$ cat src/rtl/scan_decoder_pkg.sv
// Shared definitions for the scan decoder.
// Contents:
//   MAX_SEL_W / MAX_Y - widest supported select and decoded-output widths
//   state_e           - FSM state encoding
//   onehot_n()        - active-low one-hot vector with only bit i low
package scan_decoder_pkg;

    localparam int unsigned MAX_SEL_W = 5;
    localparam int unsigned MAX_Y     = 2 ** MAX_SEL_W;

    typedef enum logic [1:0] {
        StIdle,
        StDirect,
        StScan
    } state_e;

    // Returns a MAX_Y-wide vector; callers keep only the low 2**SEL_W bits.
    function automatic logic [MAX_Y-1:0] onehot_n(input logic [MAX_SEL_W-1:0] i);
        logic [MAX_Y-1:0] v;
        v    = '1;
        v[i] = 1'b0;
        return v;
    endfunction

endpackage

$ cat src/rtl/scan_decoder_if.sv
// Bus bundle for scan_decoder.
// Signals:
//   G, G2A, G2B - enables (active-high, active-low, active-low)
//   mode        - 0 = direct decode of sel, 1 = auto-scan
//   sel         - direct-mode select index
//   Y           - registered active-low decoded lines
//   idx         - registered index currently driven low on Y
//   wrap        - one-cycle pulse when the scan index wraps to 0
// Modports: master drives the controls, slave is the decoder.
interface scan_decoder_if #(
    parameter int unsigned SEL_W = 3
);
    logic                  G;
    logic                  G2A;
    logic                  G2B;
    logic                  mode;
    logic [SEL_W-1:0]      sel;
    logic [2**SEL_W-1:0]   Y;
    logic [SEL_W-1:0]      idx;
    logic                  wrap;

    modport master (
        output G, G2A, G2B, mode, sel,
        input  Y, idx, wrap
    );

    modport slave (
        input  G, G2A, G2B, mode, sel,
        output Y, idx, wrap
    );

endinterface

$ cat src/rtl/scan_decoder_prescaler.sv
// Scan-step prescaler: counts 0..SCAN_DIV-1 while enabled.
// Ports:
//   clk, rst_n - clock and synchronous active-low reset
//   en_i       - count enable
//   clr_i      - synchronous clear (wins over en_i)
//   tc_o       - high while the count sits at SCAN_DIV-1
module scan_prescaler #(
    parameter int unsigned SCAN_DIV = 4
) (
    input  logic clk,
    input  logic rst_n,
    input  logic en_i,
    input  logic clr_i,
    output logic tc_o
);
    // Keep at least one bit so SCAN_DIV = 1 still elaborates.
    localparam int unsigned CNT_W = (SCAN_DIV > 1) ? $clog2(SCAN_DIV) : 1;
    localparam logic [CNT_W-1:0] LAST = CNT_W'(SCAN_DIV - 1);

    logic [CNT_W-1:0] cnt_q, cnt_d;

    assign tc_o = (cnt_q == LAST);

    always_comb begin
        cnt_d = cnt_q;
        if (clr_i) begin
            cnt_d = '0;
        end else if (en_i) begin
            cnt_d = tc_o ? '0 : cnt_q + 1'b1;
        end
    end

    always_ff @(posedge clk) begin
        if (!rst_n) begin
            cnt_q <= '0;
        end else begin
            cnt_q <= cnt_d;
        end
    end

endmodule

$ cat src/rtl/scan_decoder.sv
// Registered 1-of-2**SEL_W active-low decoder with direct and auto-scan modes.
// Ports:
//   clk, rst_n - clock and synchronous active-low reset
//   bus        - scan_decoder_if slave (enables, mode, sel in; Y, idx, wrap out)
// Scan mode steps idx every SCAN_DIV cycles; dropping the enable out of scan
// freezes idx and prescaler, and re-enabling scan resumes from that point.
module scan_decoder
    import scan_decoder_pkg::*;
#(
    parameter int unsigned SEL_W    = 3,
    parameter int unsigned SCAN_DIV = 4
) (
    input  logic         clk,
    input  logic         rst_n,
    scan_decoder_if.slave bus
);
    localparam int unsigned      NUM_Y   = 2 ** SEL_W;
    localparam logic [SEL_W-1:0] IDX_MAX = '1;

    if (SEL_W < 1 || SEL_W > MAX_SEL_W) begin : g_bad_sel_w
        $error("scan_decoder: SEL_W must be in 1..5");
    end
    if (SCAN_DIV < 1) begin : g_bad_scan_div
        $error("scan_decoder: SCAN_DIV must be >= 1");
    end

    state_e           state_q, state_d;
    logic [NUM_Y-1:0] y_q, y_d;
    logic [SEL_W-1:0] idx_q, idx_d;
    logic             wrap_q, wrap_d;
    logic             resume_q, resume_d;  // idle was entered from scan
    logic             en;
    logic             pre_en, pre_clr, pre_tc;
    logic [MAX_Y-1:0] y_full;

    scan_prescaler #(
        .SCAN_DIV (SCAN_DIV)
    ) u_prescaler (
        .clk   (clk),
        .rst_n (rst_n),
        .en_i  (pre_en),
        .clr_i (pre_clr),
        .tc_o  (pre_tc)
    );

    always_comb begin
        en = bus.G & ~bus.G2A & ~bus.G2B;

        if (!en) begin
            state_d = StIdle;
        end else if (bus.mode) begin
            state_d = StScan;
        end else begin
            state_d = StDirect;
        end

        idx_d    = idx_q;
        wrap_d   = 1'b0;
        resume_d = resume_q;
        pre_en   = 1'b0;
        pre_clr  = 1'b0;
        y_full   = '1;

        unique case (state_d)
            StIdle: begin
                if (state_q == StScan) begin
                    resume_d = 1'b1;
                end
            end
            StDirect: begin
                idx_d    = bus.sel;
                resume_d = 1'b0;
                pre_clr  = 1'b1;
                y_full   = onehot_n(MAX_SEL_W'(idx_d));
            end
            StScan: begin
                resume_d = 1'b0;
                // Only scan-to-scan edges advance; the entry edge either
                // restarts from 0 or holds the frozen position.
                if (state_q == StScan) begin
                    pre_en = 1'b1;
                    if (pre_tc) begin
                        idx_d  = idx_q + 1'b1;
                        wrap_d = (idx_q == IDX_MAX);
                    end
                end else if (!resume_q) begin
                    idx_d   = '0;
                    pre_clr = 1'b1;
                end
                y_full = onehot_n(MAX_SEL_W'(idx_d));
            end
            default: begin
                y_full = '1;
            end
        endcase

        y_d = y_full[NUM_Y-1:0];
    end

    always_ff @(posedge clk) begin
        if (!rst_n) begin
            state_q  <= StIdle;
            y_q      <= '1;
            idx_q    <= '0;
            wrap_q   <= 1'b0;
            resume_q <= 1'b0;
        end else begin
            state_q  <= state_d;
            y_q      <= y_d;
            idx_q    <= idx_d;
            wrap_q   <= wrap_d;
            resume_q <= resume_d;
        end
    end

    assign bus.Y    = y_q;
    assign bus.idx  = idx_q;
    assign bus.wrap = wrap_q;

endmodule

$ cat src/flat_wrapper.sv
// flat-port wrapper written by rule: the top's interface ports become plain ports
module scan_decoder_flat import scan_decoder_pkg::*;
#(
    parameter int unsigned SEL_W    = 3,
    parameter int unsigned SCAN_DIV = 4
)
  (clk, rst_n, bus_G, bus_G2A, bus_G2B, bus_mode, bus_sel, bus_Y, bus_idx, bus_wrap);
  scan_decoder_if #(.SEL_W(SEL_W)) bus_i ();
  input  logic clk;
  input  logic rst_n;
  input wire logic [$bits(bus_i.G)-1:0] bus_G;
  input wire logic [$bits(bus_i.G2A)-1:0] bus_G2A;
  input wire logic [$bits(bus_i.G2B)-1:0] bus_G2B;
  input wire logic [$bits(bus_i.mode)-1:0] bus_mode;
  input wire logic [$bits(bus_i.sel)-1:0] bus_sel;
  output wire logic [$bits(bus_i.Y)-1:0] bus_Y;
  output wire logic [$bits(bus_i.idx)-1:0] bus_idx;
  output wire logic [$bits(bus_i.wrap)-1:0] bus_wrap;
  assign bus_i.G = bus_G;
  assign bus_i.G2A = bus_G2A;
  assign bus_i.G2B = bus_G2B;
  assign bus_i.mode = bus_mode;
  assign bus_i.sel = bus_sel;
  assign bus_Y = bus_i.Y;
  assign bus_idx = bus_i.idx;
  assign bus_wrap = bus_i.wrap;
  scan_decoder #(.SEL_W(SEL_W), .SCAN_DIV(SCAN_DIV)) u_core (.clk(clk), .rst_n(rst_n), .bus(bus_i));
endmodule
$ cat config.mk
export PLATFORM = sky130hd
export DESIGN_NAME = scan_decoder_flat
export DESIGN_NICKNAME = d
export VERILOG_FILES = /design/src/rtl/scan_decoder_pkg.sv /design/src/rtl/scan_decoder_if.sv /design/src/rtl/scan_decoder_prescaler.sv /design/src/rtl/scan_decoder.sv /design/src/flat_wrapper.sv
export SDC_FILE = /design/constraint.sdc
export NUM_CORES = 1
export LEC_CHECK = 0
export ABC_AREA = 1
export BUFFER_PORTS_ARGS = -buffer_cell sky130_fd_sc_hd__buf_2
export CORE_MARGIN = 2
export CORE_UTILIZATION = 23
export CTS_BUF_LIST = sky130_fd_sc_hd__clkbuf_4 sky130_fd_sc_hd__clkbuf_8
export CTS_CLUSTER_DIAMETER = 50
export DETAILED_ROUTE_END_ITERATION = 6
export GPL_TIMING_DRIVEN = 0
export PLACE_DENSITY = 0.53
export SETUP_SLACK_MARGIN = 0.4
export SLEW_MARGIN = 5
export SYNTH_ARGS = -nofsm -noshare
export SYNTH_HDL_FRONTEND = slang
export SYNTH_SLANG_ARGS = --single-unit
$ cat constraint.sdc
create_clock -name clk -period 1.3 [get_ports clk]
set_input_delay 0.13 -clock clk [delete_from_list [all_inputs] [get_ports clk]]
set_output_delay 0.13 -clock clk [all_outputs]
set_load 0.01 [all_outputs]
==> results of run 1 <==
worst max-delay path, cell delays in order (launching register included):
cell	delay (ps)
dfxtp_4	360
ha_4	160
ha_4	260
nand2_4	50
nand3_4	70
nand2_4	80
nor2_4	90
nand2_1	50
nand2_1	60
nand2_1	40
stage by stage:
stage	instances	total power, uW	area, um2	hold slack (ps)
floorplan	142	604	1030	199
global placement	212	646	1200	372
detailed placement	212	646	1200	375
CTS	224	1050	1370	112
global route	225	1110	1420	109
finish	225	1050	1420	116
kinds of logic (layout without fill, tap and decap cells):
kind of cell / after synthesis / after routing
buf+inv: 17 / 50
simple gates: 91 / 91
fa+ha+maj: 3 / 3
flops: 17 / 17
compound gates: 14 / 14
where the power goes:
group	total [uW]	internal, uW	switching, uW
Clock	395	213	182
Combinational	122	44.6	77.1
Sequential	530	523	6.30
Total	1050	781	265
area by class of cell:
type / instances / area, um2
repair buffers: 29 / 205
well taps: 50 / 62.6
fillers: 422 / 2580
clock inverters: 1 / 5.00
inverters: 17 / 66.3
multi-input cells: 108 / 686
flip-flops and latches: 17 / 357
clock buffers: 3 / 41.3
sequential cells by signal, summed over array words and instances (netlist names):
name / cells
u_core.bus.idx: 3
u_core.bus.Y: 8
u_core.resume_q: 1
u_core.bus.wrap: 1
u_core.state_q: 2
u_core.u_prescaler.cnt_q: 2
cells in the final DEF (no fill, tap or decap):
| master | instances |
|---|---|
| a21oi_2 | 2 |
| buf_2 | 17 |
| buf_4 | 4 |
| buf_6 | 8 |
| clkbuf_8 | 3 |
| clkinv_2 | 3 |
| dfxtp_1 | 10 |
| dfxtp_2 | 4 |
| dfxtp_4 | 3 |
| ha_4 | 3 |
| inv_1 | 9 |
| inv_2 | 6 |
| nand2_1 | 42 |
| nand2_2 | 6 |
| nand2_4 | 6 |
| nand3_1 | 5 |
| nand3_2 | 2 |
| nand3_4 | 1 |
| nand4_1 | 2 |
| nor2_1 | 18 |
| nor2_2 | 1 |
| nor2_4 | 4 |
| nor2_8 | 2 |
| nor3_1 | 1 |
| nor3_2 | 1 |
| o211ai_1 | 1 |
| o21ai_0 | 4 |
| o21ai_1 | 4 |
| o21ai_2 | 2 |
| o21ai_4 | 1 |
metal layers:
metal  vias to the layer above  wire length [um]  track usage  part of all wire
li1                        513                 -            -                 -
met1                       446              1090        0.146              0.46
met2                        17              1110        0.178              0.47
met3                         4               134       0.0406             0.057
met4                         0                19       0.0300            0.0080
met5                         -                 0            0                 0
how the worst max path moves through the flow:
stage,start,end,slack [ps],cells after the start
final,u_core.bus.idx[1],u_core.bus.Y[5],-40,9
after floorplan,u_core.bus.idx[1],u_core.bus.Y[4],10,9
after global routing,u_core.bus.idx[1],u_core.bus.Y[2],-120,10
after CTS,u_core.bus.idx[1],u_core.bus.Y[7],-50,9
after detailed placement,u_core.bus.idx[1],u_core.bus.Y[4],-70,9
after global placement,u_core.bus.idx[1],u_core.bus.Y[1],-90,8
repair_timing:
action,CTS,global route
hold endpoints to repair,0,0
setup endpoints to repair,16,17
hold buffers,0,0
pin swaps,13,9
resized for setup,15,11
setup buffers,8,1
==> key figures, run 1 <==
Outcome
  – Outcome: complete, but fails checks
  – Failing checks: negative setup slack

Place
  – Final estimated routing congestion in global placement: 0.832
  – I/O Buffers: 20
  – Detailed Place HPWL: 1840 um
  – Worst setup timing slack at the placement stage: -72.1 ps

Routing
  – Number of detailed-routing iterations run before antenna repair: 4
  – DR vias: 980
  – Antenna viol nets, final: 0
  – Routed len/inst: 10.5 um
  – Number of design rule violations left after detail routing: 0
  – Initial DRC count: 26
  – Routed wire length: 2360 um
  – Detailed-route vias per instance: 4.36

Floorplanning
  – Die Span X: 68.6 um
  – Initial Util: 0.240
  – Core box area: 4000 um2
  – Number of I/O pins: 21
  – Overall die area: 4700 um2
  – Vertical extent of the die: 68.6 um
  – # rows: 23

STA
  – Setup-violating endpoint count in the final report: 6
  – Max Clk Rate: 0.748 GHz
  – Number of pins exceeding their max-slew limit in the final report: 0
  – Transition time at the pin with the least slew margin: 263 ps
  – Period utilization: 1.03
  – Clock skew after layout: 2.66 ps
  – Unrepaired setup endpoints after global routing: yes
  – Max-slew headroom at the worst pin: 0.824
  – Total negative slack for setup checks: -162 ps
  – Hold violation total from the final report: 0
  – Least setup slack across all paths after layout: -36.6 ps
  – Post-layout min period: 1340 ps

Yosys
  – Share of synthesized cell area in full adder, half adder and majority cells: 0.0392
  – Synth async-reset ratio: 0
  – Largest family of logic cells by synthesized area: simple AND/OR/NAND/NOR gates
  – Count of distinct cell types in the synthesized netlist: 21
  – Count of mapped cells out of synthesis: 142
  – Number of warning messages in the yosys log: 0
  – Number of synthesized flops with an enable pin: 0
  – Post-synthesis register bit count: 17
  – Top post-synthesis cells by area: dfxtp_1, nand2_1, nor2_1
  – Top cell types by occurrence after synthesis: nand2_1, nor2_1, dfxtp_1, inv_1, nand3_1
  – Complex-gate fraction of the synthesized area: 0.0836
  – Sequential cell area fraction in the yosys report: 0.355
  – Most numerous cell in the Yosys netlist: nand2_1
  – Combined area of all synthesized cells: 958 um2
  – Post-synthesis xor/xnor area fraction: 0
  – Area leader, netlist: dfxtp_1
  – Mean instance size in the synthesized netlist: 6.75 um2
  – Mux share of post-synthesis cell area: 0
  – Area share of the largest cell type after synthesis: 0.355
  – Synthesized-area fraction occupied by and/or/nand/nor cells: 0.453
  – Number of nets produced by synthesis: 154
  – Dominant register cell in the synthesized netlist: dfxtp_1

Power
  – Total power density per cell area: 735 nW/um2
  – Maximum resistive drop on vdd: 0.000398 V
  – Static power due to leakage: 0.000649 uW

Final layout
  – Post-synthesis to final-layout area growth: 48.4%
  – # nets final: 188
  – Layout cell share with drive strength beyond 1: 0.451
  – Number of diodes: 0
  – Final core utilization: 0.356

Critical path
  – Data required time at the worst endpoint: 1450 ps
  – R2R Setup Slk: -40 ps
  – Startpoint of the most critical register-to-register path: u_core.bus.idx[1]
  – Category of the most critical setup path: flip-flop to flip-flop
  – Nature of the critical path startpoint: flip-flop
  – Largest fanout on the critical path: 4
  – Worst r2r path cells: 9
  – Crit path DAT: 1480 ps
  – Terminus of the critical flop-to-flop path: u_core.bus.Y[5]
  – Crit. End Element: flip-flop

Clock network
  – Root buffer selected by CTS: clkbuf_8
  – Clock transition at the registers of the reported paths: 70 ps
  – Level count of the clock H-tree: 1
  – Number of buffers on the longest clock path: 2
  – CTS tree: yes
  – Number of CTS-inserted buffers: 3
  – Clock net sink count: 17
  – Clock latency on the worst-skew pair: 250 ps

Worst hold path
  – Worst hold endpoint: u_core.bus.Y[5]
  – Hold_sp: rst_n
  – Hold path cells: 2
  – Hold WC Path Type: input port to flip-flop

Global routing
  – Maximum number of pins on one net before global-route repair: 11
  – Total Routing Usage GR: 0.113
  – Wire length of the first global-routing pass: 3910 um
  – Via count of the first global-routing pass: 876
  – Gr ovfl total: 0
  – Initial antenna violation count: 0

Run
  – Count of maximum capacitance violations: 0
No activity file was read; power rests on OpenSTA's default activity.
==> run 2, diff against run 1 <==
--- a/config.mk
+++ b/config.mk
@@ -7,6 +7,7 @@
 export LEC_CHECK = 0
 export ABC_AREA = 1
 export BUFFER_PORTS_ARGS = -buffer_cell sky130_fd_sc_hd__buf_2
+export CORE_ASPECT_RATIO = 0.7
 export CORE_MARGIN = 2
 export CORE_UTILIZATION = 23
 export CTS_BUF_LIST = sky130_fd_sc_hd__clkbuf_4 sky130_fd_sc_hd__clkbuf_8
==> run 2 against run 1 <==
Against the previous run: the run still ends with negative setup slack left; clock-buffer cell count up 1; non-clock buffer count did not move; via count decreased by 2.4%; clock skew grew 2.6 ps; flip-flop and latch count unchanged; combinational power rose by 3%; sequential power about the same; setup slack lost 70 ps; routed wire length increased by 9.3%; cell count is 0.89% higher; global-route usage grew 1.2 points; critical path depth is the same; largest cell class unchanged; highest routed layer unchanged.
==> key figures, run 2 (same netlist as run 1, synthesis figures left out) <==
Outcome
  – Outcome: complete, but fails checks
  – Failing checks: negative setup slack

Critical path
  – CP max-delay cell: dfxtp_4
  – Cell-by-cell listing of the critical path: ha_4 > ha_4 > nand2_4 > nand3_4 > nand2_4 > nor2_4 > nand2_2 > nand2_2 > nand2_2
  – Crit path DAT: 1550 ps
  – Crit. End Element: flip-flop
  – Nature of the critical path startpoint: flip-flop
  – Largest fanout on the critical path: 4
  – Data required time at the worst endpoint: 1450 ps
  – Cell repeated most along the worst path: nand2_2
  – R2R Setup Slk: -110 ps
  – Category of the most critical setup path: flip-flop to flip-flop
  – Largest stage delay on the critical path: 360 ps

STA
  – Setup-violating endpoint count in the final report: 8
  – Least setup slack across all paths after layout: -107 ps
  – Min Hold Slack: 124 ps
  – Unrepaired setup endpoints after global routing: yes
  – Number of pins exceeding their max-slew limit in the final report: 0
  – Post-layout min period: 1410 ps
  – Period utilization: 1.08
  – Clock skew after layout: 5.24 ps
  – Transition time at the pin with the least slew margin: 239 ps
  – Max-slew headroom at the worst pin: 0.841
  – Hold violation total from the final report: 0
  – Max Clk Rate: 0.711 GHz

Floorplanning
  – Core box area: 3970 um2
  – Die Span X: 81.2 um
  – # rows: 19
  – Initial Util: 0.241
  – Number of I/O pins: 21
  – Vertical extent of the die: 58.0 um
  – Overall die area: 4710 um2

Routing
  – Number of detailed-routing iterations run before antenna repair: 4
  – Detailed-route vias per instance: 4.21
  – Antenna viol nets, final: 0
  – Routed wire length: 2580 um
  – Initial DRC count: 43
  – Number of design rule violations left after detail routing: 0
  – Routed len/inst: 11.4 um
  – DR vias: 956

Final layout
  – Number of flip-flops under the largest register name: 8
  – Commonest cells after routing, fill and taps aside: nand2_1, buf_2, nor2_1
  – Post-synthesis to final-layout area growth: 51.7%
  – Commonest non-fill, non-tap cell in the layout: nand2_1
  – Layout cell share with drive strength beyond 1: 0.520
  – Number of diodes: 0
  – Filler Cells Inserted: 409
  – # nets final: 188
  – Finished Layout Cells: 227

Place
  – Detailed Place HPWL: 1920 um
  – Number of placed instances with taps included: 214
  – Final estimated routing congestion in global placement: 0.835
  – I/O Buffers: 20

Global routing
  – Gr ovfl total: 0
  – Maximum number of pins on one net before global-route repair: 10
  – Wire length of the first global-routing pass: 4530 um
  – Total Routing Usage GR: 0.126
  – Via count of the first global-routing pass: 933
  – Initial antenna violation count: 0

Clock network
  – Root buffer selected by CTS: clkbuf_8
  – Number of buffers on the longest clock path: 2
  – Clock latency on the worst-skew pair: 250 ps
  – Number of CTS-inserted buffers: 3
  – Number of buffers inserted for hold repair after clock tree synthesis: 0
  – CTS tree: yes
  – Clock transition at the registers of the reported paths: 60 ps
  – Level count of the clock H-tree: 1
  – Clock net sink count: 17

Power
  – Switching share of power: 0.242
  – Portion of total power attributed to sequential cells: 0.497
  – Total power density per cell area: 731 nW/um2
  – Clock Power Share: 0.384
  – Share of total power in combinational logic: 0.119
  – Static power due to leakage: 0.000656 uW
  – Internal power contribution: 805 uW
  – Total chip power: 1060 uW
  – Total net switching power: 257 uW
  – Maximum resistive drop on vdd: 0.000553 V

Run
  – Count of maximum capacitance violations: 0

Worst hold path
  – Hold WC Path Type: input port to flip-flop
==> run 2: final cells by class <==
type	instances	area, um2	share of cell area
well taps	52	65.1	0.0448
multi-input cells	108	708	0.487
flip-flops and latches	17	359	0.247
repair buffers	29	201	0.139
clock buffers	4	48.8	0.0336
inverters	17	71.3	0.0491
==> run 2: path summary, 6_finish.rpt <==
kind	end	depth (start not counted)	startpoint
setup / recovery	u_core.bus.Y[5]	9	u_core.bus.idx[1]
hold / removal	u_core.bus.Y[4]	2	rst_n
setup reg to reg	u_core.bus.Y[5]	9	u_core.bus.idx[1]
hold reg to reg	u_core.u_prescaler.cnt_q[1]	2	u_core.u_prescaler.cnt_q[1]
==> run 2: power by group through the flow <==
stage / combinational, uW / sequential (uW) / clock, uW
after floorplan: 58.9 / 545 / 0
after global placement: 105 / 543 / 0
after detailed placement: 104 / 543 / 0
after CTS: 118 / 529 / 425
after global routing: 140 / 528 / 452
final: 126 / 528 / 408
==> run 2: timing repair <==
action | in CTS | in global routing
setup endpoints to repair | 16 | 17
buffers inserted | 7 | 2
pin swaps | 11 | 15
endpoints found under the hold margin | 0 | 0
cloned | 0 | 0
resized for setup | 15 | 25
==> run 2: routing by layer <==
layer / global-route usage / wire length (um)
met3: 0.0436 / 175
met5: 0 / 0
met2: 0.177 / 1070
met1: 0.190 / 1330
met4: 0.0145 / 4
==> run 2: worst max-delay path: cells and delay by family (launching register included) <==
| family | cells | cell delay (ps) |
|---|---|---|
| and+or+nand+nor | 7 | 510 |
| adders and majority gates | 2 | 430 |
| DFF | 1 | 360 |
==> run 2: stage by stage <==
step	area [um2]	utilization	TNS, ps	worst slack (ps)
after floorplan	1030	-	0	9.90
after global routing	1450	0.366	-1230	-188
after detailed placement	1200	0.302	-445	-93.1
final	1450	0.366	-507	-107
after global placement	1200	0.302	-502	-102
after CTS	1360	0.342	-414	-70.9
==> run 3, diff against run 2 <==
--- a/config.mk
+++ b/config.mk
@@ -5,7 +5,7 @@
 export SDC_FILE = /design/constraint.sdc
 export NUM_CORES = 1
 export LEC_CHECK = 0
-export ABC_AREA = 1
+export ABC_AREA = 0
 export BUFFER_PORTS_ARGS = -buffer_cell sky130_fd_sc_hd__buf_2
 export CORE_ASPECT_RATIO = 0.7
 export CORE_MARGIN = 2
@@ -14,7 +14,7 @@
 export CTS_CLUSTER_DIAMETER = 50
 export DETAILED_ROUTE_END_ITERATION = 6
 export GPL_TIMING_DRIVEN = 0
-export PLACE_DENSITY = 0.53
+export PLACE_DENSITY = 0.54
 export SETUP_SLACK_MARGIN = 0.4
 export SLEW_MARGIN = 5
 export SYNTH_ARGS = -nofsm -noshare
==> run 3 against run 2 <==
Against the previous run: the flow still finishes with violations (negative setup slack); largest cell class unchanged; cell count decreased by 24%; clock skew about the same; sequential share of layout area is 2.6 points higher.
==> key figures, run 3 <==
Final layout
  – # nets final: 135
  – Layout cell share with drive strength beyond 1: 0.566
  – Number of flip-flops under the largest register name: 8
  – Final core utilization: 0.379
  – Final instance area: 1310 um2
  – Post-synthesis to final-layout area growth: 59.8%
  – Filler Cells Inserted: 359
  – Commonest cells after routing, fill and taps aside: buf_2, buf_4, nand2_1, dfxtp_1, nor2_1
  – Number of diodes: 0
  – Commonest non-fill, non-tap cell in the layout: buf_2

Place
  – I/O Buffers: 20
  – Detailed Place HPWL: 1590 um
  – Total placed instance area: 1060 um2
  – Final estimated routing congestion in global placement: 0.774

Yosys
  – Post-synthesis register bit count: 17
  – Number of nets produced by synthesis: 96
  – Synth async-reset ratio: 0
  – Count of distinct cell types in the synthesized netlist: 31
  – Top post-synthesis cells by area: dfxtp_1, nand2_1, ha_1
  – Mean instance size in the synthesized netlist: 9.79 um2
  – Number of synthesized flops with an enable pin: 0
  – Combined area of all synthesized cells: 822 um2
  – Area leader, netlist: dfxtp_1
  – Top cell types by occurrence after synthesis: dfxtp_1, nand2_1, nor2_1, a21oi_1, a32oi_1
  – Count of mapped cells out of synthesis: 84
  – Area share of the largest cell type after synthesis: 0.414
  – Sequential cell area fraction in the yosys report: 0.414
  – Number of warning messages in the yosys log: 0
  – Most numerous cell in the Yosys netlist: dfxtp_1
  – Dominant register cell in the synthesized netlist: dfxtp_1

Critical path
  – Nature of the critical path startpoint: flip-flop
  – Crit path DAT: 1590 ps
  – Cell-by-cell listing of the critical path: nor2b_4 > mux2i_4 > buf_4 > a22o_4 > mux2i_1 > nand4_1
  – Largest stage delay on the critical path: 320 ps
  – Delay-heaviest family, CP: multiplexers
  – Crit. End Element: flip-flop
  – Startpoint of the most critical register-to-register path: u_core.state_q[1]
  – Worst setup endpoint: u_core.bus.Y[2]
  – R2R Setup Slk: -190 ps
  – Largest fanout on the critical path: 4
  – Worst r2r path cells: 6
  – Cell depth of the worst setup path: 6
  – Bufs and invs on worst path: 1
  – Origin of the worst setup path: u_core.state_q[1]
  – Terminus of the critical flop-to-flop path: u_core.bus.Y[2]
  – CP max-delay cell: dfxtp_2
  – Category of the most critical setup path: flip-flop to flip-flop
  – Data required time at the worst endpoint: 1400 ps

Power
  – Total net switching power: 237 uW
  – Clock Power Share: 0.391
  – Static power due to leakage: 0.000535 uW
  – Share of total power in combinational logic: 0.106
  – Portion of total power attributed to sequential cells: 0.504
  – Total power density per cell area: 797 nW/um2
  – Internal power contribution: 810 uW
  – Switching share of power: 0.227
  – Maximum resistive drop on vdd: 0.000335 V

Clock network
  – Root buffer selected by CTS: clkbuf_8
  – CTS tree: yes
  – Number of buffers inserted for hold repair after clock tree synthesis: 0
  – Clock transition at the registers of the reported paths: 60 ps
  – Level count of the clock H-tree: 1
  – Clock net sink count: 17
  – Clock latency on the worst-skew pair: 250 ps
  – Number of CTS-inserted buffers: 3
  – Number of buffers on the longest clock path: 2

Routing
  – Antenna viol nets, final: 0
  – Detailed-route vias per instance: 4.71
  – DR vias: 810
  – Initial DRC count: 46
  – Met1 wire length: 1120 um
  – Number of detailed-routing iterations run before antenna repair: 4
  – Routed wire length: 2280 um
  – Routed length on met3: 170 um
  – Total length of routed met2 wires: 967 um
  – Routed len/inst: 13.3 um
  – Topmost layer with routed signal wires: met4
  – Number of design rule violations left after detail routing: 0

Floorplanning
  – Initial Util: 0.237
  – Number of I/O pins: 21
  – Overall die area: 4080 um2
  – # rows: 18
  – Die Span X: 75.5 um
  – Vertical extent of the die: 54.0 um
  – Core box area: 3470 um2

STA
  – Least setup slack across all paths after layout: -188 ps
  – Total negative slack for setup checks: -1260 ps
  – Max Clk Rate: 0.672 GHz
  – Unrepaired setup endpoints after global routing: yes
  – Min Hold Slack: 136 ps
  – Max-slew headroom at the worst pin: 0.638
  – Clock skew after layout: 5.43 ps
  – Setup-violating endpoint count in the final report: 11
  – Period utilization: 1.14
  – Transition time at the pin with the least slew margin: 537 ps
  – Number of pins exceeding their max-slew limit in the final report: 0
  – Hold violation total from the final report: 0
  – Post-layout min period: 1490 ps

Global routing
  – Wire length of the first global-routing pass: 3550 um
  – Via count of the first global-routing pass: 711
  – Initial antenna violation count: 0
  – Total Routing Usage GR: 0.123
  – Maximum number of pins on one net before global-route repair: 11
  – Gr ovfl total: 0

Outcome
  – Failing checks: negative setup slack
  – Outcome: complete, but fails checks

Worst hold path
  – Hold WC Path Type: input port to flip-flop
  – Hold_sp: bus_mode

Run
  – Count of maximum capacitance violations: 0
## run 3: cell type report
cell class	count	area, um2	share of cell area
Tap cell	50	62.6	0.0476
Buffer	2	8.76	0.00667
Timing Repair Buffer	34	235	0.179
Multi-Input combinational cell	63	592	0.450
Sequential cell	17	359	0.273
Inverter	2	7.51	0.00571
Clock buffer	4	48.8	0.0371
## run 3: how the worst min path moves through the flow
stage / to / cells after the start
2_1_floorplan: u_core.state_q[0] / 1
3_3_place_gp: u_core.bus.Y[5] / 2
3_5_place_dp: u_core.bus.Y[5] / 2
4_1_cts: u_core.bus.Y[5] / 2
5_1_grt: u_core.bus.Y[5] / 2
6_report: u_core.state_q[0] / 2
## run 3: timing repair
| item | CTS | global route |
|---|---|---|
| gates resized for setup | 12 | 6 |
| setup buffers | 11 | 3 |
| endpoints found under the setup margin | 17 | 18 |
| endpoints found under the hold margin | 0 | 0 |
| pin swaps | 20 | 10 |
## run 3: per-stage QoR
| stage | power [uW] | std cells | worst slack [ps] |
|---|---|---|---|
| floorplan | 592 | 84 | -67.7 |
| global placement | 628 | 154 | -179 |
| detailed placement | 631 | 154 | -222 |
| CTS | 1060 | 169 | -153 |
| global route | 1100 | 172 | -259 |
| finish | 1050 | 172 | -188 |
## run 3: routing by layer
metal	global-route usage	vias to the layer above
met3	0.0412	4
met2	0.175	31
met5	0	-
met4	0.0439	0
met1	0.172	379
li1	-	396
## run 3: logic make-up after synthesis
logic type / synth area share
and+or+nand+nor: 0.253
AOI/OAI and AO/OA: 0.215
DFF: 0.414
buffers and inverters: 0.0198
muxes: 0.0533
adders and majority gates: 0.0457
## run 3: power groups by stage
stage | logic (uW) | clock network, uW | registers (uW)
after floorplan | 48.6 | 0 | 544
after global placement | 85.8 | 0 | 543
after detailed placement | 87.9 | 0 | 543
after CTS | 105 | 428 | 527
after global routing | 120 | 451 | 527
final | 111 | 409 | 527
